===== config.mk =====
export PLATFORM = sky130hd
export DESIGN_NAME = life_support_ctrl
export DESIGN_NICKNAME = d
export VERILOG_FILES = /design/src/rtl/ls_pkg.sv /design/src/rtl/ls_sat_channel.sv /design/src/rtl/life_support_ctrl.sv
export SDC_FILE = /design/constraint.sdc
export NUM_CORES = 1
export LEC_CHECK = 0
export ABC_AREA = 1
export BUFFER_PORTS_ARGS = -buffer_cell sky130_fd_sc_hd__buf_4
export CAP_MARGIN = 40
export CORE_AREA = 2 2 58 101
export CTS_BUF_LIST = sky130_fd_sc_hd__clkbuf_8
export DETAILED_ROUTE_END_ITERATION = 16
export DIE_AREA = 0 0 60 103
export PLACE_DENSITY = 0.63
export SETUP_SLACK_MARGIN = 0.05
export SLEW_MARGIN = 20
export SYNTH_ARGS = -nofsm -noshare
export SYNTH_HDL_FRONTEND = slang
export SYNTH_SLANG_ARGS = --single-unit

===== constraint.sdc =====
create_clock -name clk -period 1.8 [get_ports clk]
set_clock_uncertainty 0.15 [all_clocks]
set_input_delay 0.36 -clock clk [delete_from_list [all_inputs] [get_ports clk]]
set_output_delay 0.36 -clock clk [all_outputs]
set_load 0.1 [all_outputs]

===== src/rtl/ls_pkg.sv =====
//==============================================================================
// Module  : ls_pkg
// Brief   : Shared mode/state encodings for the life-support controller.
// Revision: 1.0  initial release
//==============================================================================
`default_nettype none

package ls_pkg;

  localparam int MODE_W = 2;

  typedef enum logic [MODE_W-1:0] {
    MODE_HOLD  = 2'd0,
    MODE_UP    = 2'd1,
    MODE_DOWN  = 2'd2,
    MODE_TRACK = 2'd3
  } mode_e;

  typedef enum logic [1:0] {
    ST_OFF   = 2'd0,
    ST_RUN   = 2'd1,
    ST_DRAIN = 2'd2
  } state_e;

endpackage

`default_nettype wire


===== src/rtl/ls_sat_channel.sv =====
//==============================================================================
// Module  : ls_sat_channel
// Brief   : One saturating channel: load, mode step, drain, optional alarm
//           (alarm logic present only when LS_ALARM_EN is defined).
// Revision: 1.0  initial release
//==============================================================================
`default_nettype none

module ls_sat_channel
  import ls_pkg::*;
#(
  parameter int W    = 5,
  parameter int HYST = 2
) (
  input  logic              clk,
  input  logic              rst,
  input  logic              ld,
  input  logic [W-1:0]      ld_val,
  input  logic [MODE_W-1:0] mode,
  input  logic [W-1:0]      target,
  input  logic [W-1:0]      thr,
  input  logic              step_en,
  input  logic              drain_en,
  output logic [W-1:0]      value,
  output logic              at_max,
  output logic              at_min,
  output logic              alarm
);

  localparam logic [W-1:0] ONE = W'(1);

  logic [W-1:0] value_q, value_d;

  always_comb begin
    value_d = value_q;
    if (ld) begin
      value_d = ld_val;
    end else if (drain_en) begin
      if (value_q != '0) value_d = value_q - ONE;
    end else if (step_en) begin
      case (mode_e'(mode))
        MODE_UP:    if (value_q != '1) value_d = value_q + ONE;
        MODE_DOWN:  if (value_q != '0) value_d = value_q - ONE;
        MODE_TRACK: begin
          if (value_q < target)      value_d = value_q + ONE;
          else if (value_q > target) value_d = value_q - ONE;
        end
        default:    value_d = value_q;
      endcase
    end
  end

  always_ff @(posedge clk or negedge rst) begin
    if (!rst) value_q <= '0;
    else      value_q <= value_d;
  end

  assign value  = value_q;
  assign at_max = (value_q == '1);
  assign at_min = (value_q == '0);

`ifdef LS_ALARM_EN
  localparam logic [W:0] HYST_E = (W+1)'(HYST);

  logic       alarm_q, alarm_d;
  logic [W:0] thr_lo;

  // Clear level is thr-HYST floored at zero; extra bit avoids underflow.
  always_comb begin
    thr_lo  = ({1'b0, thr} > HYST_E) ? ({1'b0, thr} - HYST_E) : '0;
    alarm_d = alarm_q;
    if (value_q >= thr)                alarm_d = 1'b1;
    else if ({1'b0, value_q} < thr_lo) alarm_d = 1'b0;
  end

  always_ff @(posedge clk or negedge rst) begin
    if (!rst) alarm_q <= 1'b0;
    else      alarm_q <= alarm_d;
  end

  assign alarm = alarm_q;
`else
  logic unused_thr;
  assign unused_thr = ^thr;
  assign alarm      = 1'b0;
`endif

endmodule

`default_nettype wire


===== src/rtl/life_support_ctrl.sv =====
//==============================================================================
// Module  : life_support_ctrl
// Brief   : Power FSM + step prescaler driving NCH saturating channels.
//           Define LS_ALARM_EN to include the per-channel alarm logic.
// Revision: 1.0  initial release
//==============================================================================
`default_nettype none

module life_support_ctrl
  import ls_pkg::*;
#(
  parameter int NCH  = 2,
  parameter int W    = 5,
  parameter int DIV  = 1,
  parameter int HYST = 2
) (
  input  logic                  clk,
  input  logic                  rst,
  input  logic                  pwr,
  input  logic [NCH-1:0]        ld,
  input  logic [NCH*W-1:0]      ld_val,
  input  logic [NCH*MODE_W-1:0] mode,
  input  logic [NCH*W-1:0]      target,
  input  logic [W-1:0]          thr,
  output logic [NCH*W-1:0]      value,
  output logic [NCH-1:0]        at_max,
  output logic [NCH-1:0]        at_min,
  output logic [NCH-1:0]        alarm,
  output logic [1:0]            state
);

  localparam logic [7:0] PRE_LAST = 8'(DIV - 1);

  logic [7:0] pre_q, pre_d;
  logic       tick;
  state_e     state_q, state_d;
  logic       any_nz;
  logic       step_en;
  logic       drain_en;

  assign tick = (pre_q == PRE_LAST);

  always_comb begin
    pre_d = tick ? 8'd0 : pre_q + 8'd1;
  end

  assign any_nz = |value;

  always_comb begin
    state_d = state_q;
    case (state_q)
      ST_OFF: begin
        if (pwr)         state_d = ST_RUN;
        else if (any_nz) state_d = ST_DRAIN;
      end
      ST_RUN: begin
        if (!pwr) state_d = ST_DRAIN;
      end
      ST_DRAIN: begin
        if (pwr)                  state_d = ST_RUN;
        else if (!any_nz && tick) state_d = ST_OFF;
      end
      default: state_d = ST_OFF;
    endcase
  end

  always_ff @(posedge clk or negedge rst) begin
    if (!rst) begin
      pre_q   <= 8'd0;
      state_q <= ST_OFF;
    end else begin
      pre_q   <= pre_d;
      state_q <= state_d;
    end
  end

  assign step_en  = tick && (state_q == ST_RUN);
  assign drain_en = tick && (state_q == ST_DRAIN);
  assign state    = state_q;

  for (genvar i = 0; i < NCH; i++) begin : g_ch
    ls_sat_channel #(
      .W    (W),
      .HYST (HYST)
    ) u_ch (
      .clk      (clk),
      .rst      (rst),
      .ld       (ld[i]),
      .ld_val   (ld_val[i*W +: W]),
      .mode     (mode[i*MODE_W +: MODE_W]),
      .target   (target[i*W +: W]),
      .thr      (thr),
      .step_en  (step_en),
      .drain_en (drain_en),
      .value    (value[i*W +: W]),
      .at_max   (at_max[i]),
      .at_min   (at_min[i]),
      .alarm    (alarm[i])
    );
  end

endmodule

`default_nettype wire


## Yosys cells after proc, flatten, opt, wreduce, memory -nomap -nowiden

Cells that the tools add are included.

| storage, ports and cells | value |
|---|---|
| register bits after elaboration | 20 |
| input bits | 34 |
| output and inout port bits | 18 |
| logic and storage cells | 73 |

| operators by class | value |
|---|---|
| add/subtract/negate cells | 5 |
| magnitude comparators | 4 |
| eq/ne operators | 19 |
| mux-type cells | 23 |
| reduce and logical (&&, ||, !) cells | 18 |

Operators with widths:

| cell | number |
|---|---|
| 5-bit two-way mux | 14 |
| 5-bit case mux with 3 select lines | 2 |
| 5-bit nonzero test | 4 |
| 5-bit by 1-bit adder with 5-bit output, second input constant | 2 |
| 2-bit == test, second input constant | 5 |
| 5-bit == test, second input constant | 2 |
| 5-bit greater-than comparator | 2 |
| 5-bit zero test | 2 |
| 5-bit less-than comparator | 2 |
| 2-bit two-way mux | 5 |
| 5-bit by 3-bit inequality test with 1-bit output, second input constant | 2 |
| 5-bit inequality test, second input constant | 2 |
| 10-bit OR reduction | 1 |
| 5-bit by 1-bit subtractor with 5-bit output, second input constant | 2 |
| 8-bit by 1-bit adder with 8-bit output, second input constant | 1 |
| 8-bit zero test | 1 |
| 8-bit two-way mux | 1 |
| 4-bit by 3-bit inequality test with 1-bit output, second input constant | 2 |
| 4-bit AND reduction | 2 |
| 2-bit by 1-bit == test with 1-bit output, second input constant | 3 |
| 3-bit inequality test, second input constant | 2 |
| 2-bit case mux with 3 select lines | 1 |
| 3-bit nonzero test | 2 |
| 1-bit logical AND | 3 |
| other kinds (4) | 4 |

## Longest topological paths before layout

Gate-level depths: netlist of run 1.

| logic depth | value |
|---|---|
| depth after elaboration | 7 |
| gate-level depth with buffers | 14 |
| gate-level depth less buffers | 14 |

## Modules after synthesis

A second synthesis of run 1 with hierarchy kept.

| second synthesis, totals | value |
|---|---|
| cell total of the unflattened synthesis | 325 |
| area, all modules | 2179.6 sq um |

By module, submodules not included:

| module | instances | cells an instance | area each (sq um) | sequential area each (sq um) |
|---|---|---|---|---|
| ls_sat_channel (g_ch[0].u_ch) | 1 | 126 | 815.8 | 125.1 |
| ls_sat_channel (g_ch[1].u_ch) | 1 | 126 | 810.8 | 125.1 |
| life_support_ctrl | 1 | 73 | 553.0 | 250.2 |

## Least setup slack after synthesis of run 1

Ideal clock, no wire load.

| timing | value |
|---|---|
| kind | register to register |
| from | register g_ch[0].u_ch.value_q[1] |
| to | register g_ch[0].u_ch.value_q[1] |
| setup time | 0.120 ns |
| arrival | 2.229 ns |
| data required time | 1.530 ns |
| path slack | -0.699 ns |
| stages on the path, launching flop included | 12 |
| buffers on the path | 0 |
| period minus slack after synthesis | 2.499 ns |
| cells stage by stage | dfrtp_1 -> ha_1 -> nand2_1 -> nor2_1 -> ha_1 -> nor2_1 -> nor2_1 -> nor2_4 -> a21oi_2 -> nor2_1 -> nand2_1 -> nand2_1 |

| between the ends | value |
|---|---|
| longest elaborated chain between the ends | 7 |
| elaborated cells on any way between the ends | 17 |
| classes of those cells | 2 x add/sub; 2 x order compare; 3 x eq/ne; 8 x mux; 2 x reduce/logical |

Ends and longest elaborated chain:

| element | RTL line | text |
|---|---|---|
| start, declared | ls_sat_channel.sv:32 | `logic [W-1:0] value_q, value_d;` |
| start signal, assigned | ls_sat_channel.sv:55 | `else value_q <= value_d;` |
| 5-bit by 1-bit subtractor with 5-bit output | ls_sat_channel.sv:39, ls_sat_channel.sv:43, ls_sat_channel.sv:46 |  |
| 5-bit two-way mux | ls_sat_channel.sv:46 | `else if (value_q > target) value_d = value_q - ONE;` |
| 5-bit two-way mux | ls_sat_channel.sv:45 | `if (value_q < target) value_d = value_q + ONE;` |
| 5-bit case mux with 3 select lines | ls_sat_channel.sv:41 | `case (mode_e'(mode))` |
| 5-bit two-way mux | ls_sat_channel.sv:40 | `end else if (step_en) begin` |
| 5-bit two-way mux | ls_sat_channel.sv:38 | `end else if (drain_en) begin` |
| 5-bit two-way mux | ls_sat_channel.sv:36 | `if (ld) begin` |

Several ways; a longest one is shown, not always the timed one. The select of a mux whose other input is x is not followed.
A chain may end at the register's enable or synchronous reset.

## Worst setup path in the final report of run 1

| timing | value |
|---|---|
| from | register g_ch[1].u_ch.value_q[0] |
| to | output at_max[1] |

| between the ends | value |
|---|---|
| longest elaborated chain between the ends | 1 |

Ends and longest elaborated chain:

| element | RTL line | text |
|---|---|---|
| start, declared | ls_sat_channel.sv:32 |  |
| start signal, assigned | ls_sat_channel.sv:55 |  |
| 5-bit == test | ls_sat_channel.sv:59 | `assign at_max = (value_q == '1);` |
| end, declared | life_support_ctrl.sv:26 | `output logic [NCH-1:0] at_max,` |

No other way between the ends.

==> impl_metrics.py, run 1 <==
metrics = {
    "clock_network": {
        "cts_buffer_depth": 2,
        "cts_tree": "built",
        "root_buffer": "clkbuf_8",
        "clk_latency_ps": 270,
        "clk_pin_slew_ps": 90,
        "cts_made_buffers": 3,
        "cts_sinks": 20,
        "h-tree-depth": 1,
    },
    "detailed_routing": {
        "drt_wl_total_mm": 6.30,
        "drc": 0,
        "ant_nets": 0,
        "routed_via_density": 4.73,
        "drt-pass1-iter-count": 4,
        "vias": 2299,
        "routedWlPerCell_um": 13.0,
        "drtIter0Drc": 104,
    },
    "setup_path": {
        "required_ps": 1290,
        "cp-start-kind": "flip-flop",
        "critPathKind": "reg2out",
        "critPathArrivalTime_ps": 1520,
        "end_kind": "primary output",
        "critPathMaxFanout": 4,
    },
    "synthesis": {
        "yosysMostFrequentCell": "nand2_1",
        "synth_commonest_cells": "nand2_1 (81), inv_1 (43), nor2_1 (29)",
        "ys_seq_area_share_pct": 24.0,
        "synth_edf_count": 0,
        "async_flop_share_pct": 100,
        "netlist_area_mm2": 0.00208,
        "synth.distinct_cells": 35,
        "avgSynthCellArea_um2": 6.53,
        "synth_ff_type": "dfrtp_1",
        "yosysWarnings": 0,
        "synth_top_area_cell": "dfrtp_1",
        "postSynthCellCount": 319,
        "yosysTopAreaCellShare_pct": 24.0,
        "netlist_top_cells_area": "dfrtp_1 (24%), nand2_1 (15%), ha_1 (11%)",
        "ys_ff_latch": 20,
    },
    "power": {
        "irDropWorstVdd_v": 0.00124,
        "powerDensity_mw_per_mm2": 1680,
        "p_leak_nw": 1.73,
        "finalPower_mw": 5.81,
    },
    "floorplan": {
        "core_area_mm2": 0.00545,
        "rows": 36,
        "die_w_um": 60,
        "start_util_pct": 38.2,
        "io_pins": 52,
        "die_h_um": 103,
        "dieArea_mm2": 0.00618,
    },
    "grt": {
        "grt_max_degree": 21,
        "grt_usage_pct": 20.5,
        "antenna_found_initial": 0,
        "grt_overflow_total": 0,
        "first_global_vias": 2276,
        "grt_pass1_wl_mm": 9.69,
    },
    "finish": {
        "multi_input_area_mm2": 0.00165,
        "stdcell_area_mm2": 0.00345,
        "fin_nets": 463,
        "area_growth_pct": 65.5,
        "insertedDiodeCount": 0,
        "n_fill_cell": 464,
        "fin_util_pct": 63.3,
        "drive_gt1_share_pct": 51.5,
        "seqCellArea_um2": 541,
    },
    "sta": {
        "fin_crit_sh_pct": 113,
        "timing.hold.ws_ps": 211,
        "setup_viol": 14,
        "fmax_ghz": 0.492,
        "rsz0062_at_grt": "true",
        "layout_min_cycle_time_ps": 2030,
        "setup_slack_ps": -233,
        "finalMaxSlewViolations": 0,
        "finalHoldViolCount": 0,
    },
    "placement": {
        "dp_slack_ps": -174,
        "hpwl_mm": 4.65,
        "finalWeightedCongestion": 0.897,
        "io_buffers": 44,
        "dpl_cell_area_mm2": 0.00289,
    },
    "flow_run": {
        "maxCapViolCount": 0,
    },
    "outcome": {
        "status": "finished, violations left",
        "violations": "negative setup slack",
    },
    "min_path": {
        "holdCritPathClass": "in2reg",
    },
}
layout make-up:
cell class              count  share of cell area, %
multi-input cells         227                   47.8
repair buffers             93                   24.0
well taps                  76                   2.76
clock inverters             1                  0.870
inverters                  66                   7.69
clock buffers               3                   1.20
flip-flops and latches     20                   15.7
stage by stage:
stage,std cells,TNS (ps)
after CTS,486,-2740
after global routing,486,-3430
after detailed placement,469,-1620
after global placement,469,-1510
final,486,-2320
after floorplan,320,-2000
routing by layer:
metal | part of all wire, % | global-route usage [%] | up-vias
met2 | 59 | 41.6 | 70
met3 | 3.1 | 1.63 | 13
met4 | 2.5 | 7.01 | 0
li1 | - | - | 1159
met5 | 0 | 0 | -
met1 | 35 | 20.6 | 1057
power by group:
part,switching [mW],total (mW),internal (mW)
Clock,0.176,0.473,0.297
Combinational,2.74,4.48,1.73
Sequential,0.210,0.865,0.654
Total,3.13,5.81,2.69
sequential cells by signal, indices dropped and copies added, names as in the netlist:
| register | count |
|---|---|
| state | 2 |
| g_ch.u_ch.value | 10 |
| pre_q | 8 |
cell families (layout without fill, tap and decap cells):
family	Yosys count	in the layout	synth area share [%]
AND/OR/NAND/NOR	163	163	37.6
buffers and inverters	73	163	14.4
AO/OA/AOI/OAI	35	35	9.24
flip-flops	20	20	24.0
adder cells (fa/ha/maj)	18	18	10.8
XOR/XNOR	9	9	3.78
other	1	2	0.180
worst paths after layout:
kind                            depth (start not counted)  slack [ps]                         startpoint                           endpoint
min in group asynchronous                               2         370                                rst  g_ch[0].u_ch.value[4]$_DFFE_PN0P_
worst max register to register                          9        -210  g_ch[0].u_ch.value[1]$_DFFE_PN0P_  g_ch[0].u_ch.value[1]$_DFFE_PN0P_
worst min register to register                          1         360               state[1]$_DFFE_PN0P_               state[0]$_DFFE_PN0P_
worst max-delay path                                    6        -230  g_ch[1].u_ch.value[0]$_DFFE_PN0P_                          at_max[1]
worst min-delay path                                    3         210                          ld_val[5]  g_ch[1].u_ch.value[0]$_DFFE_PN0P_
max in group asynchronous                               2         880                                rst  g_ch[0].u_ch.value[2]$_DFFE_PN0P_
repair_timing:
item	4_1_cts	5_1_grt
pin swaps	27	27
endpoints found under the setup margin	17	19
hold buffers	1	0
gates cloned	0	0
gates resized for setup	57	39
endpoints found under the hold margin	20	0
buffers inserted	12	1
layout by cell type (no fill, tap or decap), types with 3 or more instances in the layout:
cell / count
nor2_4: 13
nand3_4: 5
a21oi_2: 7
inv_1: 39
buf_12: 7
xor2_1: 8
nand3_1: 12
nand2_1: 67
nand2_2: 17
buf_6: 11
nor2_1: 20
o21ai_1: 4
a21oi_1: 13
ha_1: 6
buf_4: 74
o21ai_0: 5
inv_4: 3
dfrtp_4: 10
clkbuf_8: 3
inv_2: 21
nand2_4: 6
nor2_2: 6
dfrtp_1: 8
nand4_1: 4
nor3_1: 3
nand3_2: 3
ha_4: 11
worst max-delay path, cell delays in order, from the launching register on:
cell     delay, ps
dfrtp_4        530
ha_4           180
nand2_2         50
nor2_2          40
ha_2           180
buf_6          120
buf_12         150
(Power assumes the default switching activity.)
==> run 2, diff against run 1 <==
--- a/config.mk
+++ b/config.mk
@@ -5,13 +5,12 @@
 export SDC_FILE = /design/constraint.sdc
 export NUM_CORES = 1
 export LEC_CHECK = 0
-export ABC_AREA = 1
 export BUFFER_PORTS_ARGS = -buffer_cell sky130_fd_sc_hd__buf_4
 export CAP_MARGIN = 40
-export CORE_AREA = 2 2 58 101
+export CORE_AREA = 2 2 56 97
 export CTS_BUF_LIST = sky130_fd_sc_hd__clkbuf_8
 export DETAILED_ROUTE_END_ITERATION = 16
-export DIE_AREA = 0 0 60 103
+export DIE_AREA = 0 0 58 99
 export PLACE_DENSITY = 0.63
 export SETUP_SLACK_MARGIN = 0.05
 export SLEW_MARGIN = 20
==> run 2 against run 1 <==
Net effect: the run still ends with negative setup slack left; sequential cell count unchanged; highest routed layer unchanged; final cell count decreased by 19%; core utilization increased by 7.0 points.
==> impl_metrics.py, run 2 <==
metrics = {
    "outcome": {
        "status": "finished, violations left",
        "violations": "negative setup slack",
    },
    "synthesis": {
        "yosysTopAreaCellShare_pct": 26.3,
        "synth_commonest_cells": "inv_1 (21), dfrtp_1 (20), ha_1 (18)",
        "synth.distinct_cells": 57,
        "yosysMostFrequentCell": "inv_1",
        "avgSynthCellArea_um2": 8.43,
        "netlist_area_mm2": 0.00191,
        "synth_top_area_cell": "dfrtp_1",
        "yosysWarnings": 0,
        "synth_ff_type": "dfrtp_1",
        "synth_edf_count": 0,
        "postSynthCellCount": 226,
        "async_flop_share_pct": 100,
        "netlist_top_cells_area": "dfrtp_1 (26%), ha_1 (12%), inv_1 (4.1%)",
        "ys_ff_latch": 20,
        "ys_seq_area_share_pct": 26.3,
    },
    "grt": {
        "antenna_found_initial": 0,
        "grt_usage_pct": 22.8,
        "grt_max_degree": 21,
        "first_global_vias": 2302,
        "top_usage_layer": "met2",
        "grt_pass1_wl_mm": 10.1,
        "grtUsageMet3_pct": 2.10,
        "grtUsageMet2_pct": 46.1,
        "grt_overflow_total": 0,
        "gr-usage-met1_pct": 21.4,
    },
    "finish": {
        "insertedDiodeCount": 0,
        "drive_gt1_share_pct": 56.3,
        "area_growth_pct": 82.1,
        "n_fill_cell": 395,
        "multi_input_area_mm2": 0.00165,
        "most-common-layout-cells": "buf_4 (99), inv_1 (16), ha_4 (15), buf_6 (15), nor2_1 (14)",
        "mostFrequentLayoutCell": "buf_4",
        "fin_nets": 394,
        "largest_register_ffs": 10,
        "seqCellArea_um2": 543,
    },
    "detailed_routing": {
        "ant_nets": 0,
        "drt-pass1-iter-count": 4,
        "drc": 0,
        "routedWlPerCell_um": 16.6,
        "drt_wl_total_mm": 6.57,
        "drtIter0Drc": 66,
        "routed_via_density": 5.58,
        "vias": 2203,
    },
    "clock_network": {
        "h-tree-depth": 1,
        "clk_latency_ps": 270,
        "cts_buffer_depth": 2,
        "cts_tree": "built",
        "root_buffer": "clkbuf_8",
        "cts_sinks": 20,
        "cts_made_buffers": 3,
        "clk_pin_slew_ps": 90,
    },
    "power": {
        "p_leak_nw": 1.58,
        "powerDensity_mw_per_mm2": 887,
        "switching_share_pct": 45.8,
        "p_sw_mw": 1.41,
        "irDropWorstVdd_v": 0.000852,
        "seqPwrFrac_pct": 20.5,
        "intPower_mw": 1.67,
        "p_clk_share_pct": 15.4,
        "power_frac_comb_pct": 64.1,
    },
    "floorplan": {
        "dieArea_mm2": 0.00574,
        "core_area_mm2": 0.00493,
        "die_h_um": 99,
        "io_pins": 52,
        "rows": 34,
        "start_util_pct": 38.6,
        "die_w_um": 58,
    },
    "placement": {
        "hpwl_mm": 4.96,
        "io_buffers": 44,
        "finalWeightedCongestion": 0.824,
        "dp_slack_ps": -562,
    },
    "setup_path": {
        "critPathKind": "reg2reg",
        "cp_slowest_cell": "dfrtp_4",
        "crit_family": "compound AO/OA/AOI/OAI gates",
        "critPathMaxFanout": 6,
        "path_common_cell": "a21o_1",
        "critPathArrivalTime_ps": 2380,
        "cp_cell_sequence": "ha_4 -> a21o_1 -> a21o_1 -> a22o_4 -> or4_1 -> o211a_1 -> o31ai_2",
        "slowest_delay_ps": 520,
        "end_kind": "flip-flop",
        "required_ps": 1820,
        "path_buf_inv": 0,
        "cp-start-kind": "flip-flop",
    },
    "min_path": {
        "holdCritPathClass": "in2reg",
    },
    "sta": {
        "timing.hold.ws_ps": 95.6,
        "finalMaxSlewViolations": 0,
        "finalHoldViolCount": 0,
        "layout_min_cycle_time_ps": 2350,
        "tns_ps": -6370,
        "rsz0062_at_grt": "true",
        "setup_slack_ps": -554,
        "fin_crit_sh_pct": 131,
        "fmax_ghz": 0.425,
        "setup_viol": 15,
    },
    "flow_run": {
        "maxCapViolCount": 0,
    },
}
-- run 2: changes by cell type after synthesis, moves of 10 or more --
cell	change
nand3_1	-10
nand2_1	-73
inv_2	-21
a21oi_1	-10
nor2_1	-12
inv_1	-22
-- run 2: final cells by class --
class / count / area share [%]
clock buffer: 3 / 1.19
multi-input combinational: 174 / 47.5
tap: 54 / 1.95
timing repair buffer: 122 / 30.5
clock inverter: 1 / 0.865
sequential: 20 / 15.6
inverter: 21 / 2.42
-- run 2: final timing paths --
| check | start | slack (ps) | cells past startpoint | endpoint |
|---|---|---|---|---|
| min in group asynchronous | rst | 360 | 2 | pre_q[0]$_DFF_PN0_ |
| setup / recovery | g_ch[1].u_ch.value[2]$_DFFE_PN0P_ | -550 | 7 | g_ch[1].u_ch.value[3]$_DFFE_PN0P_ |
| max in group asynchronous | rst | 890 | 2 | state[1]$_DFFE_PN0P_ |
| hold / removal | pwr | 100 | 2 | state[1]$_DFFE_PN0P_ |
| setup reg to reg | g_ch[1].u_ch.value[2]$_DFFE_PN0P_ | -550 | 7 | g_ch[1].u_ch.value[3]$_DFFE_PN0P_ |
| hold reg to reg | state[0]$_DFFE_PN0P_ | 440 | 2 | state[0]$_DFFE_PN0P_ |
-- run 2: what timing repair did --
item	in CTS	in global routing
cloned	1	0
setup endpoints to repair	16	15
setup buffers	3	17
pin swaps	5	23
resized for setup	32	41
endpoints found under the hold margin	20	0
hold buffers	1	0
-- run 2: power by group through the flow --
stage                     combinational (mW)  clock (mW)  sequential [mW]
after global routing                    2.10       0.493            0.637
after global placement                  1.69           0            0.636
after CTS                               1.80       0.479            0.625
final                                   1.98       0.473            0.631
after detailed placement                1.71           0            0.635
after floorplan                        0.718           0             1.09
-- run 2: logic make-up (layout without fill, tap and decap cells) --
group | count (synthesis) | after routing | share of synthesized area, %
simple gates | 77 | 77 | 23.4
compound gates | 65 | 66 | 25.3
buf+inv | 34 | 147 | 7.94
flops | 20 | 20 | 26.3
fa+ha+maj | 18 | 18 | 11.8
xor+xnor | 10 | 10 | 4.60
other cells | 1 | 2 | 0.197
mux | 1 | 1 | 0.525
-- run 2: layer usage --
metal  vias up  wire length (um)
met4         0               279
met2        59              3900
met3        19               204
met1      1062              2190
met5         -                 0
li1       1063                 -
-- run 2: through the flow --
step	power [mW]	area [um2]	util (%)	std cells
after floorplan	1.80	2190	-	227
after global placement	2.33	2960	59.9	374
after detailed placement	2.35	2960	59.9	374
after CTS	2.91	3200	64.8	382
after global routing	3.23	3470	70.3	395
final	3.08	3470	70.3	395
